--- src/rtl/mult_control.sv ---
// mult_control
//   Control FSM for the 4-bit shift-add sequential multiplier. It drives the
//   register enables and mux selects of Mult_Data_Path, consumes that
//   datapath's registered zero / lsb_b flags, and offers a start/busy/done
//   handshake. Each start produces one product. Outputs are Moore outputs,
//   decoded from the state register only.
//
//   Optional feature: define MULT_EARLY_EXIT_EN to stop the operation as soon
//   as b becomes zero. Without it, exactly WIDTH shifts are always performed.
//
//   Ports
//     clk         in   system clock, rising edge
//     clr         in   asynchronous reset, active low
//     start       in   request a multiply; sampled only in IDLE
//     zero        in   datapath flag, registered (b == 0)
//     lsb_b       in   datapath flag, registered b[0]
//     en_a        out  register a enable
//     ld_shift_a  out  a mux select: 0 = load a_in, 1 = shift
//     en_b        out  register b enable
//     ld_shift_b  out  b mux select: 0 = load b_in, 1 = shift
//     en_p        out  register p enable
//     ld_add_p    out  p mux select: 0 = clear, 1 = a + p
//     busy        out  high in every state except IDLE
//     done        out  one-cycle pulse; the product on p is valid in this cycle
//
//   state | meaning
//   IDLE  | waiting for start
//   LOAD  | load a and b, clear p, clear the iteration counter
//   WAIT  | let the registered flags catch up with the new b
//   TEST  | pick the next step: finish, add, or shift only
//   ADD   | p <= p + a
//   SHIFT | a <<= 1, b >>= 1, cnt++
//   DONE  | product valid; pulse done

module mult_control #(
  parameter int WIDTH = 4
) (
  input  logic clk,
  input  logic clr,
  input  logic start,
  input  logic zero,
  input  logic lsb_b,
  output logic en_a,
  output logic ld_shift_a,
  output logic en_b,
  output logic ld_shift_b,
  output logic en_p,
  output logic ld_add_p,
  output logic busy,
  output logic done
);

  localparam int CW = $clog2(WIDTH + 1);

  typedef enum logic [2:0] {
    IDLE  = 3'd0,
    LOAD  = 3'd1,
    WAIT  = 3'd2,
    TEST  = 3'd3,
    ADD   = 3'd4,
    SHIFT = 3'd5,
    DONE  = 3'd6
  } state_t;

  state_t        state, state_next;
  logic [CW-1:0] cnt;
  logic          early_exit;

`ifdef MULT_EARLY_EXIT_EN
  assign early_exit = zero;
`else
  // This build ignores zero. It stays in the expression only so that the
  // port remains connected to logic.
  assign early_exit = zero & 1'b0;
`endif

  always_ff @(posedge clk or negedge clr) begin
    if (!clr) begin
      state <= IDLE;
    end else begin
      state <= state_next;
    end
  end

  // cnt is only incremented in SHIFT, and TEST leaves the loop once
  // cnt reaches WIDTH, so cnt can never go past WIDTH.
  always_ff @(posedge clk or negedge clr) begin
    if (!clr) begin
      cnt <= '0;
    end else if (state == LOAD) begin
      cnt <= '0;
    end else if (state == SHIFT) begin
      cnt <= cnt + CW'(1);
    end
  end

  always_comb begin
    state_next = state;
    en_a       = 1'b0;
    ld_shift_a = 1'b0;
    en_b       = 1'b0;
    ld_shift_b = 1'b0;
    en_p       = 1'b0;
    ld_add_p   = 1'b0;
    busy       = 1'b1;
    done       = 1'b0;
    unique case (state)
      IDLE: begin
        busy = 1'b0;
        if (start) state_next = LOAD;
      end
      LOAD: begin
        en_a       = 1'b1;
        en_b       = 1'b1;
        en_p       = 1'b1;
        state_next = WAIT;
      end
      WAIT: begin
        state_next = TEST;
      end
      TEST: begin
        // The zero test comes first, so it beats lsb_b when both flags are set.
        if (early_exit)                 state_next = DONE;
        else if (cnt == CW'(WIDTH))     state_next = DONE;
        else if (lsb_b)                 state_next = ADD;
        else                            state_next = SHIFT;
      end
      ADD: begin
        en_p       = 1'b1;
        ld_add_p   = 1'b1;
        state_next = SHIFT;
      end
      SHIFT: begin
        en_a       = 1'b1;
        ld_shift_a = 1'b1;
        en_b       = 1'b1;
        ld_shift_b = 1'b1;
        state_next = WAIT;
      end
      DONE: begin
        done       = 1'b1;
        state_next = IDLE;
      end
      default: begin
        busy       = 1'b0;
        state_next = IDLE;
      end
    endcase
  end

endmodule

--- config.mk ---
export PLATFORM = sky130hd
export DESIGN_NAME = mult_control
export DESIGN_NICKNAME = d
export VERILOG_FILES = /design/src/rtl/mult_control.sv
export SDC_FILE = /design/constraint.sdc
export NUM_CORES = 1
export LEC_CHECK = 0
export CELL_PAD_IN_SITES_DETAIL_PLACEMENT = 0
export CELL_PAD_IN_SITES_GLOBAL_PLACEMENT = 2
export CORE_AREA = 2 2 42 44
export DETAILED_ROUTE_END_ITERATION = 6
export DIE_AREA = 0 0 44 46
export GPL_TIMING_DRIVEN = 0
export PLACE_DENSITY = 0.86
export RECOVER_POWER = 100
export SLEW_MARGIN = 25
export SYNTH_ARGS = -nofsm -noshare
export SYNTH_HDL_FRONTEND = slang
export SYNTH_SLANG_ARGS = --single-unit
--- constraint.sdc ---
create_clock -name clk -period 2.6 [get_ports clk]
set_clock_uncertainty 0.05 [all_clocks]
set_input_delay 0.26 -clock clk [delete_from_list [all_inputs] [get_ports clk]]
set_output_delay 0.26 -clock clk [all_outputs]
set_load 0.005 [all_outputs]
==> flow_summary.toml, run 1 <==
[pwr]
power.density_cell_area_nw_per_um2 = 1029
report.power.total_uw = 542.1
comb_power_share = 0.557
pwr-share-clk = 0.160
power.share.switching = 0.3568
seq_power_share = 0.283
worst_ir_drop_vdd_mv = 0.3311
p_int_uw = 348.7
power_leakage_uw = 0.0002421
power.switching_uw = 193.5

[clock_tree]
post_cts_gate_resize_count = 0
number_of_hold_buffers_added_after_cts = 0
post_cts.repair.setup_buffers = 0
htree_levels = 1
cts_buffers = 3
cts.path.max_buffers = 2
worst_setup_hold_path_clk_slew_ns = 0.05
cts_tree = "done"
worst_skew_pair.late_latency_ns = 0.25
tritoncts_sinks = 6
root_buffer = "sky130_fd_sc_hd__clkbuf_4"

[route]
drc = 0
detail_route.vias_per_cell = 4.507
detail_route.iter0.violations = 5
detailedRoute.firstPassIterationCount = 4
routed-via-count = 329
postRouteAntennaNets = 0
wl_per_cell_microns = 10.01
finalWirelength_microns = 731

[placed_design]
postPlaceCellArea_sq_um = 516.7
place.gp.congestion = 0.6720
hpwl_after_detailed_placement_microns = 551.9
i_o_buffers = 11
placed_cells = 70

[logic_synthesis]
synth.area.top_cells = "sky130_fd_sc_hd__dfrtp_1 39%, sky130_fd_sc_hd__ha_1 6.5%, sky130_fd_sc_hd__buf_4 5.8%"
postSynthAreaPerCell_sq_um = 9.175
ys_seq_area_frac = 0.3896
yosys_register_bits = 6
netlist_instances = 42
synthesis.nets = 49
synth.largest_area_cell = "sky130_fd_sc_hd__dfrtp_1"
netlist-cell-type-count = 21
synthesis.area_sq_um = 385.4
postSynth.topFlopCell = "sky130_fd_sc_hd__dfrtp_1"
synth_largest_type_area_fraction = 0.3896
synthArstFlopShare = 1.000
synth-warning-count = 0
synth_edf_count = 0

[timing]
slew_headroom = 0.7292
finalSetupTns_ns = 0
report.final.slew_viol_count = 0
hold_violations = 0
timing.final.setup_violations = 0
layout_min_cycle_time_ns = 2.223
maxClockFrequency_mhz = 449.9
worst-slew-pin-transition_ns = 0.4062
grt_setup_unrepaired = "no"
timing.final.crit_share = 0.8548

[setup_path]
critPathLaunchType = "register"
crit_path_max_fanout = 10
worst_setup_path_end_kind = "output port"
timing.critical_path.required_ns = 2.29
worst-setup-path-type = "reg -> out"
signal_arrival_time_at_the_worst_endpoint_ns = 1.91

[status]
status = "completed"

[grt]
grt_first_pass_wirelength_microns = 1248
first_global_vias = 293
grt_max_degree = 11
globalRoute.totalOverflow = 0
grt.total_usage = 0.09249
antenna_found_initial = 0

[floorplanning]
pin_count = 13
die_w_microns = 44
num_rows = 15
floorplan.core_area_sq_um = 1614
chipHeight_microns = 46
design.die.area_sq_um = 2024
initial_core_util = 0.2388

[layout]
fill_cells = 173
flow.area_growth_from_synthesis_pct = 36.69
highest_count_cells_in_the_layout_ignoring_fill_and_taps = "6 x sky130_fd_sc_hd__dfrtp_1, 6 x sky130_fd_sc_hd__clkdlybuf4s50_1, 5 x sky130_fd_sc_hd__dlygate4sd3_1"
post_route_cells_drive_above_1_share = 0.1786
area_of_the_multi_input_gates_sq_um = 176.4
fin_nets = 65
sequential_cell_area_sq_um = 150.1
design_area_sq_um = 526.8
final_util = 0.3264
stdcell_count = 73
num_antenna_cells = 0

[flow_run]
max-cap-violations = 0

[worst_hold_path]
worst_hold_path_type = "in -> async"
-- cells by family (layout without fill, tap and decap cells) --
family / count (synthesis) / after routing / share of synthesized area
adder cells (fa/ha/maj): 2 / 2 / 0.06492
AO/OA/AOI/OAI: 8 / 8 / 0.1137
multiplexers: 1 / 1 / 0.03895
buffers and inverters: 8 / 22 / 0.1331
flip-flops: 6 / 6 / 0.3896
AND/OR/NAND/NOR: 17 / 17 / 0.2598
-- metrics by stage --
step	setup WS [ns]	hold WS (ns)
finish	0.3774	0.2721
global route	0.2608	0.2993
CTS	0.5612	0.2074
detailed placement	0.8306	0.4433
global placement	0.8419	0.4277
floorplan	1.346	-0.08559
-- power by group through the flow --
stage / combinational [uW] / clock (uW) / sequential, uW
detailed placement: 337 / 0 / 159
finish: 302 / 86.8 / 153
global route: 341 / 96.4 / 160
floorplan: 210 / 0 / 154
global placement: 332 / 0 / 158
CTS: 338 / 90.6 / 158
-- state kept, by name, indices dropped and copies added (netlist names) --
name and count:
cnt 3, state 3
-- per-layer routing --
metal  up-vias  global-route usage  share of wire
li1        165                   -              -
met4         0              0.1273          0.049
met1       147              0.1002           0.46
met5         -                   0              0
met2        13              0.1353           0.43
met3         4             0.01190          0.064
-- synthesized netlist by cell type, types with 2 or more instances --
master,count
sky130_fd_sc_hd__nand2_1,2
sky130_fd_sc_hd__nand3_1,3
sky130_fd_sc_hd__nor2_1,3
sky130_fd_sc_hd__o21ai_0,4
sky130_fd_sc_hd__buf_4,3
sky130_fd_sc_hd__nand2b_1,3
sky130_fd_sc_hd__ha_1,2
sky130_fd_sc_hd__a21oi_1,2
sky130_fd_sc_hd__dfrtp_1,6
sky130_fd_sc_hd__inv_1,3
-- final timing paths --
check,cells past startpoint,start,slack [ns],end
min in group clk,1,cnt[2],0.44,cnt[2]
min,1,clr,0.27,cnt[2]
max,6,state[1],0.38,ld_shift_b
min reg2reg,1,cnt[2],0.44,cnt[2]
max reg2reg,5,state[1],1.07,cnt[0]
max in group asynchronous,1,clr,2.01,state[2]
-- critical path, stage by stage (launching register included) --
cell and delay (ns):
sky130_fd_sc_hd__dfrtp_1 0.33, sky130_fd_sc_hd__buf_6 0.13, sky130_fd_sc_hd__nand2b_1 0.19, sky130_fd_sc_hd__clkinvlp_2 0.24, sky130_fd_sc_hd__and2_4 0.23, sky130_fd_sc_hd__buf_4 0.12, sky130_fd_sc_hd__clkdlybuf4s50_1 0.43
-- area by class of cell --
class	count	area share
Inverter	4	0.03088
Clock buffer	3	0.04276
Timing Repair Buffer	11	0.2090
Buffer	4	0.05701
Tap cell	17	0.04038
Multi-Input combinational cell	28	0.3349
Sequential cell	6	0.2850
Power figures use the tool's default switching activity.
==> inputs of run 2 (changes only) <==
CORE_AREA = 2 2 44 46   (was 2 2 42 44)
DIE_AREA = 0 0 46 48   (was 0 0 44 46)
PLACE_DENSITY = 0.8   (was 0.86)
clock period = 2.5 ns   (was 2.6 ns; I/O delays follow)
==> run 2 against run 1 <==
Via count decreased by 3.3%; critical path depth unchanged; final cell count unchanged; sequential share of layout area decreased by 0.27 points; wire length decreased by 2.5%; setup slack got worse by 0.023 ns; combinational power increased by 4%; die area increased by 9.1%; sequential power increased by 7%; global-route usage decreased by 0.82 points; clock power increased by 5.3%; critical endpoint unchanged; flip-flop and latch count unchanged.
==> flow_summary.toml, run 2 (same netlist as run 1, synthesis figures left out) <==
[status]
status = "completed"

[layout]
num_antenna_cells = 0
sequential_cell_area_sq_um = 150.1
fill_cells = 182
fin_nets = 65
layout.cells.most_common = "sky130_fd_sc_hd__dlygate4sd3_1"
layout_top_registers = "cnt (3), state (3)"
area_of_the_multi_input_gates_sq_um = 181.4
highest_count_cells_in_the_layout_ignoring_fill_and_taps = "7 x sky130_fd_sc_hd__dlygate4sd3_1, 6 x sky130_fd_sc_hd__dfrtp_1, 4 x sky130_fd_sc_hd__o21ai_0, 4 x sky130_fd_sc_hd__clkbuf_4, 4 x sky130_fd_sc_hd__clkdlybuf4s50_1"
post_route_cells_drive_above_1_share = 0.1786
flow.area_growth_from_synthesis_pct = 37.99

[floorplanning]
initial_core_util = 0.2281
floorplan.core_area_sq_um = 1689
die_w_microns = 46
design.die.area_sq_um = 2208
pin_count = 13
num_rows = 15
chipHeight_microns = 48

[setup_path]
timing.critical_path.required_ns = 2.20
signal_arrival_time_at_the_worst_endpoint_ns = 1.85
path_cells = "buf_6 > nand2b_4 > clkinvlp_2 > and2_0 > buf_4 > clkdlybuf4s50_1"
critPathLaunchType = "register"
worst-path-buf-inv = 4
worst-setup-path-type = "reg -> out"
worst_setup_path_end_kind = "output port"
critical-path-slowest-cell = "sky130_fd_sc_hd__clkdlybuf4s50_1"
critPathMaxStageDelay_ns = 0.49
crit_path_max_fanout = 10
critPathTopFamily = "buffers and inverters"

[route]
drc = 0
postRouteAntennaNets = 0
finalWirelength_microns = 713
wl_per_cell_microns = 9.767
detail_route.vias_per_cell = 4.356
detail_route.iter0.violations = 6
detailedRoute.firstPassIterationCount = 4
routed-via-count = 318

[timing]
finalSetupTns_ns = 0
maxClockFrequency_mhz = 466.0
timing.final.crit_share = 0.8583
layout_min_cycle_time_ns = 2.146
hold_violations = 0
worst_slack_ns = 0.3541
report.final.slew_viol_count = 0
fin_worst_hold_slack_ns = 0.2600
timing.final.setup_violations = 0
slew_headroom = 0.7425
grt_setup_unrepaired = "no"
worst-slew-pin-transition_ns = 0.3863

[clock_tree]
post_cts_gate_resize_count = 0
post_cts.repair.setup_buffers = 0
worst_setup_hold_path_clk_slew_ns = 0.04
number_of_hold_buffers_added_after_cts = 0
tritoncts_sinks = 6
worst_skew_pair.late_latency_ns = 0.25
cts.path.max_buffers = 2
cts_buffers = 3
cts_tree = "done"
htree_levels = 1
root_buffer = "sky130_fd_sc_hd__clkbuf_4"

[pwr]
power.density_cell_area_nw_per_um2 = 1072
worst_ir_drop_vdd_mv = 0.3189
power_leakage_uw = 0.0002508
report.power.total_uw = 570.3

[placed_design]
place.gp.congestion = 0.7016
pre_cts_ws_ns = 0.7399
i_o_buffers = 11
hpwl_after_detailed_placement_microns = 531.2

[flow_run]
max-cap-violations = 0

[grt]
grt_met2_usage = 0.09167
gr-max-usage-layer = "met4"
first_global_vias = 252
gr-usage-met1 = 0.1086
grt.total_usage = 0.08424
grt_first_pass_wirelength_microns = 1166
grt_max_degree = 11
grt_use_met3 = 0.02264
antenna_found_initial = 0
globalRoute.totalOverflow = 0

[worst_hold_path]
worst_hold_path_type = "in -> async"
run 2: where the power goes:
part | internal [uW] | switching, uW
registers | 134 | 30.5
clock network | 54.4 | 37.0
logic | 177 | 138
total | 365 | 205
run 2: worst paths after layout:
path / depth (start not counted) / slack (ns) / to / start
worst max-delay path: 6 / 0.35 / ld_shift_b / state[1]
min in group clk: 1 / 0.43 / cnt[2] / cnt[2]
max in group asynchronous: 1 / 1.93 / state[2] / clr
worst min register to register: 1 / 0.43 / cnt[2] / cnt[2]
worst max register to register: 5 / 1.07 / cnt[0] / state[1]
worst min-delay path: 1 / 0.26 / cnt[1] / clr
run 2: cell type report:
cell class | count | area share
multi-input combinational | 28 | 0.3412
tap | 17 | 0.04000
inverter | 4 | 0.03059
buffer | 4 | 0.05647
sequential | 6 | 0.2824
clock buffer | 3 | 0.04235
timing repair buffer | 11 | 0.2071
run 2: metrics by stage:
| stage | cell area, sq um | util | std cells |
|---|---|---|---|
| floorplan | 385.4 | - | 42 |
| global placement | 516.7 | 0.3059 | 70 |
| detailed placement | 516.7 | 0.3059 | 70 |
| CTS | 539.3 | 0.3193 | 73 |
| global route | 531.8 | 0.3148 | 73 |
| finish | 531.8 | 0.3148 | 73 |
run 2: metal layers:
layer	vias up	part of all wire
li1	165	-
met1	137	0.48
met2	11	0.42
met3	5	0.039
met4	0	0.062
met5	-	0
==> inputs of run 3 (changes only) <==
CORE_AREA = 2 2 42 44   (was 2 2 44 46)
CTS_BUF_LIST = sky130_fd_sc_hd__clkbuf_8   (was not set)
DIE_AREA = 0 0 44 46   (was 0 0 46 48)
PLACE_DENSITY = 0.86   (was 0.8)
SLEW_MARGIN = 15   (was 25)
==> run 3 against run 2 <==
Utilization up 2.4 points; via count grew 1.9%; wire length increased by 2.4%; non-clock buffer count is the same; final area is 2.8% higher; final cell count unchanged; clock power increased by 56%; combinational power about the same; die area shrank 8.3%; critical endpoint unchanged; largest cell class unchanged.
==> flow_summary.toml, run 3 (same netlist as run 1, synthesis figures left out) <==
[status]
status = "completed"

[layout]
fill_cells = 171
layout.cells.most_common = "sky130_fd_sc_hd__dlygate4sd3_1"
num_antenna_cells = 0
post_route_cells_drive_above_1_share = 0.1786
layout_top_registers = "cnt (3), state (3)"
flow.area_growth_from_synthesis_pct = 41.88
highest_count_cells_in_the_layout_ignoring_fill_and_taps = "8 x sky130_fd_sc_hd__dlygate4sd3_1, 6 x sky130_fd_sc_hd__dfrtp_1, 4 x sky130_fd_sc_hd__nand2b_1, 4 x sky130_fd_sc_hd__o21ai_0"
fin_nets = 65

[route]
detail_route.iter0.violations = 8
finalWirelength_microns = 730
routed-via-count = 324
wl_per_cell_microns = 10.00
postRouteAntennaNets = 0
detail_route.vias_per_cell = 4.438
detailedRoute.firstPassIterationCount = 4
drc = 0

[flow_run]
max-cap-violations = 0

[clock_tree]
post_cts_gate_resize_count = 0
root_buffer = "sky130_fd_sc_hd__clkbuf_8"
worst_setup_hold_path_clk_slew_ns = 0.03
number_of_hold_buffers_added_after_cts = 0
cts_tree = "done"
htree_levels = 1
tritoncts_sinks = 6
worst_skew_pair.late_latency_ns = 0.22
cts_buffers = 3
cts.path.max_buffers = 2
post_cts.repair.setup_buffers = 0

[floorplanning]
initial_core_util = 0.2388
pin_count = 13
floorplan.core_area_sq_um = 1614
design.die.area_sq_um = 2024
chipHeight_microns = 46
num_rows = 15
die_w_microns = 44

[placed_design]
place.gp.congestion = 0.6720
hpwl_after_detailed_placement_microns = 551.9
i_o_buffers = 11

[timing]
report.final.slew_viol_count = 0
layout_min_cycle_time_ns = 2.152
finalSetupTns_ns = 0
slew_headroom = 0.7469
fin_worst_hold_slack_ns = 0.2913
worst-slew-pin-transition_ns = 0.3797
hold_violations = 0
maxClockFrequency_mhz = 464.7
grt_setup_unrepaired = "no"
timing.final.crit_share = 0.8607
timing.final.setup_violations = 0

[setup_path]
crit_path_max_fanout = 10
critical_path.reg2reg.endpoint = "cnt[0]"
signal_arrival_time_at_the_worst_endpoint_ns = 1.85
worst-setup-path-type = "reg -> out"
timing.critical_path.required_ns = 2.20
critical_path.startpoint = "state[1]"
critPathMaxStageDelay_ns = 0.55
r2r_cells = 5
reg2reg_setup_slack_ns = 1.17
worst_setup_path_end_kind = "output port"
critical-path-slowest-cell = "sky130_fd_sc_hd__dlygate4sd3_1"
critPathLaunchType = "register"
worstReg2RegStart = "state[1]"
path_cells = "buf_6 > nand2b_1 > inv_4 > and2_4 > buf_4 > dlygate4sd3_1"

[pwr]
power_leakage_uw = 0.0002649
worst_ir_drop_vdd_mv = 0.3578
power.density_cell_area_nw_per_um2 = 1126

[grt]
antenna_found_initial = 0
grt.total_usage = 0.09414
grt_max_degree = 11
first_global_vias = 301
globalRoute.totalOverflow = 0
grt_first_pass_wirelength_microns = 1269

[worst_hold_path]
worst_hold_path_type = "in -> async"
run 3: where the power goes:
group / switching (uW) / internal, uW / leakage, uW / total, uW
clock network: 39.7 / 103 / 0.0000216 / 143
registers: 25.8 / 134 / 0.0000776 / 160
logic: 141 / 172 / 0.000166 / 313
run 3: worst max-delay path: cells and delay by family, from the launching register on:
kind                   cells  cell delay [ns]
buffers and inverters      4             0.89
AND/OR/NAND/NOR            2             0.37
flip-flops                 1             0.36
run 3: area by class of cell:
type	count	area, sq um	share of cell area
multi-input cells	28	176.4	0.3227
flip-flops and latches	6	150.1	0.2746
repair buffers	11	110.1	0.2014
clock buffers	3	41.29	0.07551
plain buffers	4	30.03	0.05492
well taps	17	21.27	0.03890
inverters	4	17.52	0.03204
run 3: worst max-delay path by stage:
| stage | endpoint | slack (ns) |
|---|---|---|
| after floorplan | ld_shift_b | 1.26 |
| after global placement | ld_shift_b | 0.75 |
| after detailed placement | ld_shift_b | 0.74 |
| after CTS | ld_shift_b | 0.50 |
| after global routing | ld_shift_b | 0.27 |
| final | ld_shift_b | 0.35 |
run 3: through the flow:
step	cells	instance area [sq um]	total power [uW]	util	setup slack, ns
after floorplan	42	385.4	378.6	-	1.256
after global placement	70	516.7	509.4	0.3202	0.7519
after detailed placement	70	516.7	516.1	0.3202	0.7406
after CTS	73	558.0	664.3	0.3457	0.5024
after global routing	73	546.8	678.8	0.3388	0.2729
final	73	546.8	615.8	0.3388	0.3482
run 3: layer usage:
metal	track usage	vias up	part of all wire
met5	0	-	0
met4	0.1091	0	0.034
met2	0.1382	10	0.46
li1	-	164	-
met3	0.02381	4	0.055
met1	0.1026	146	0.45
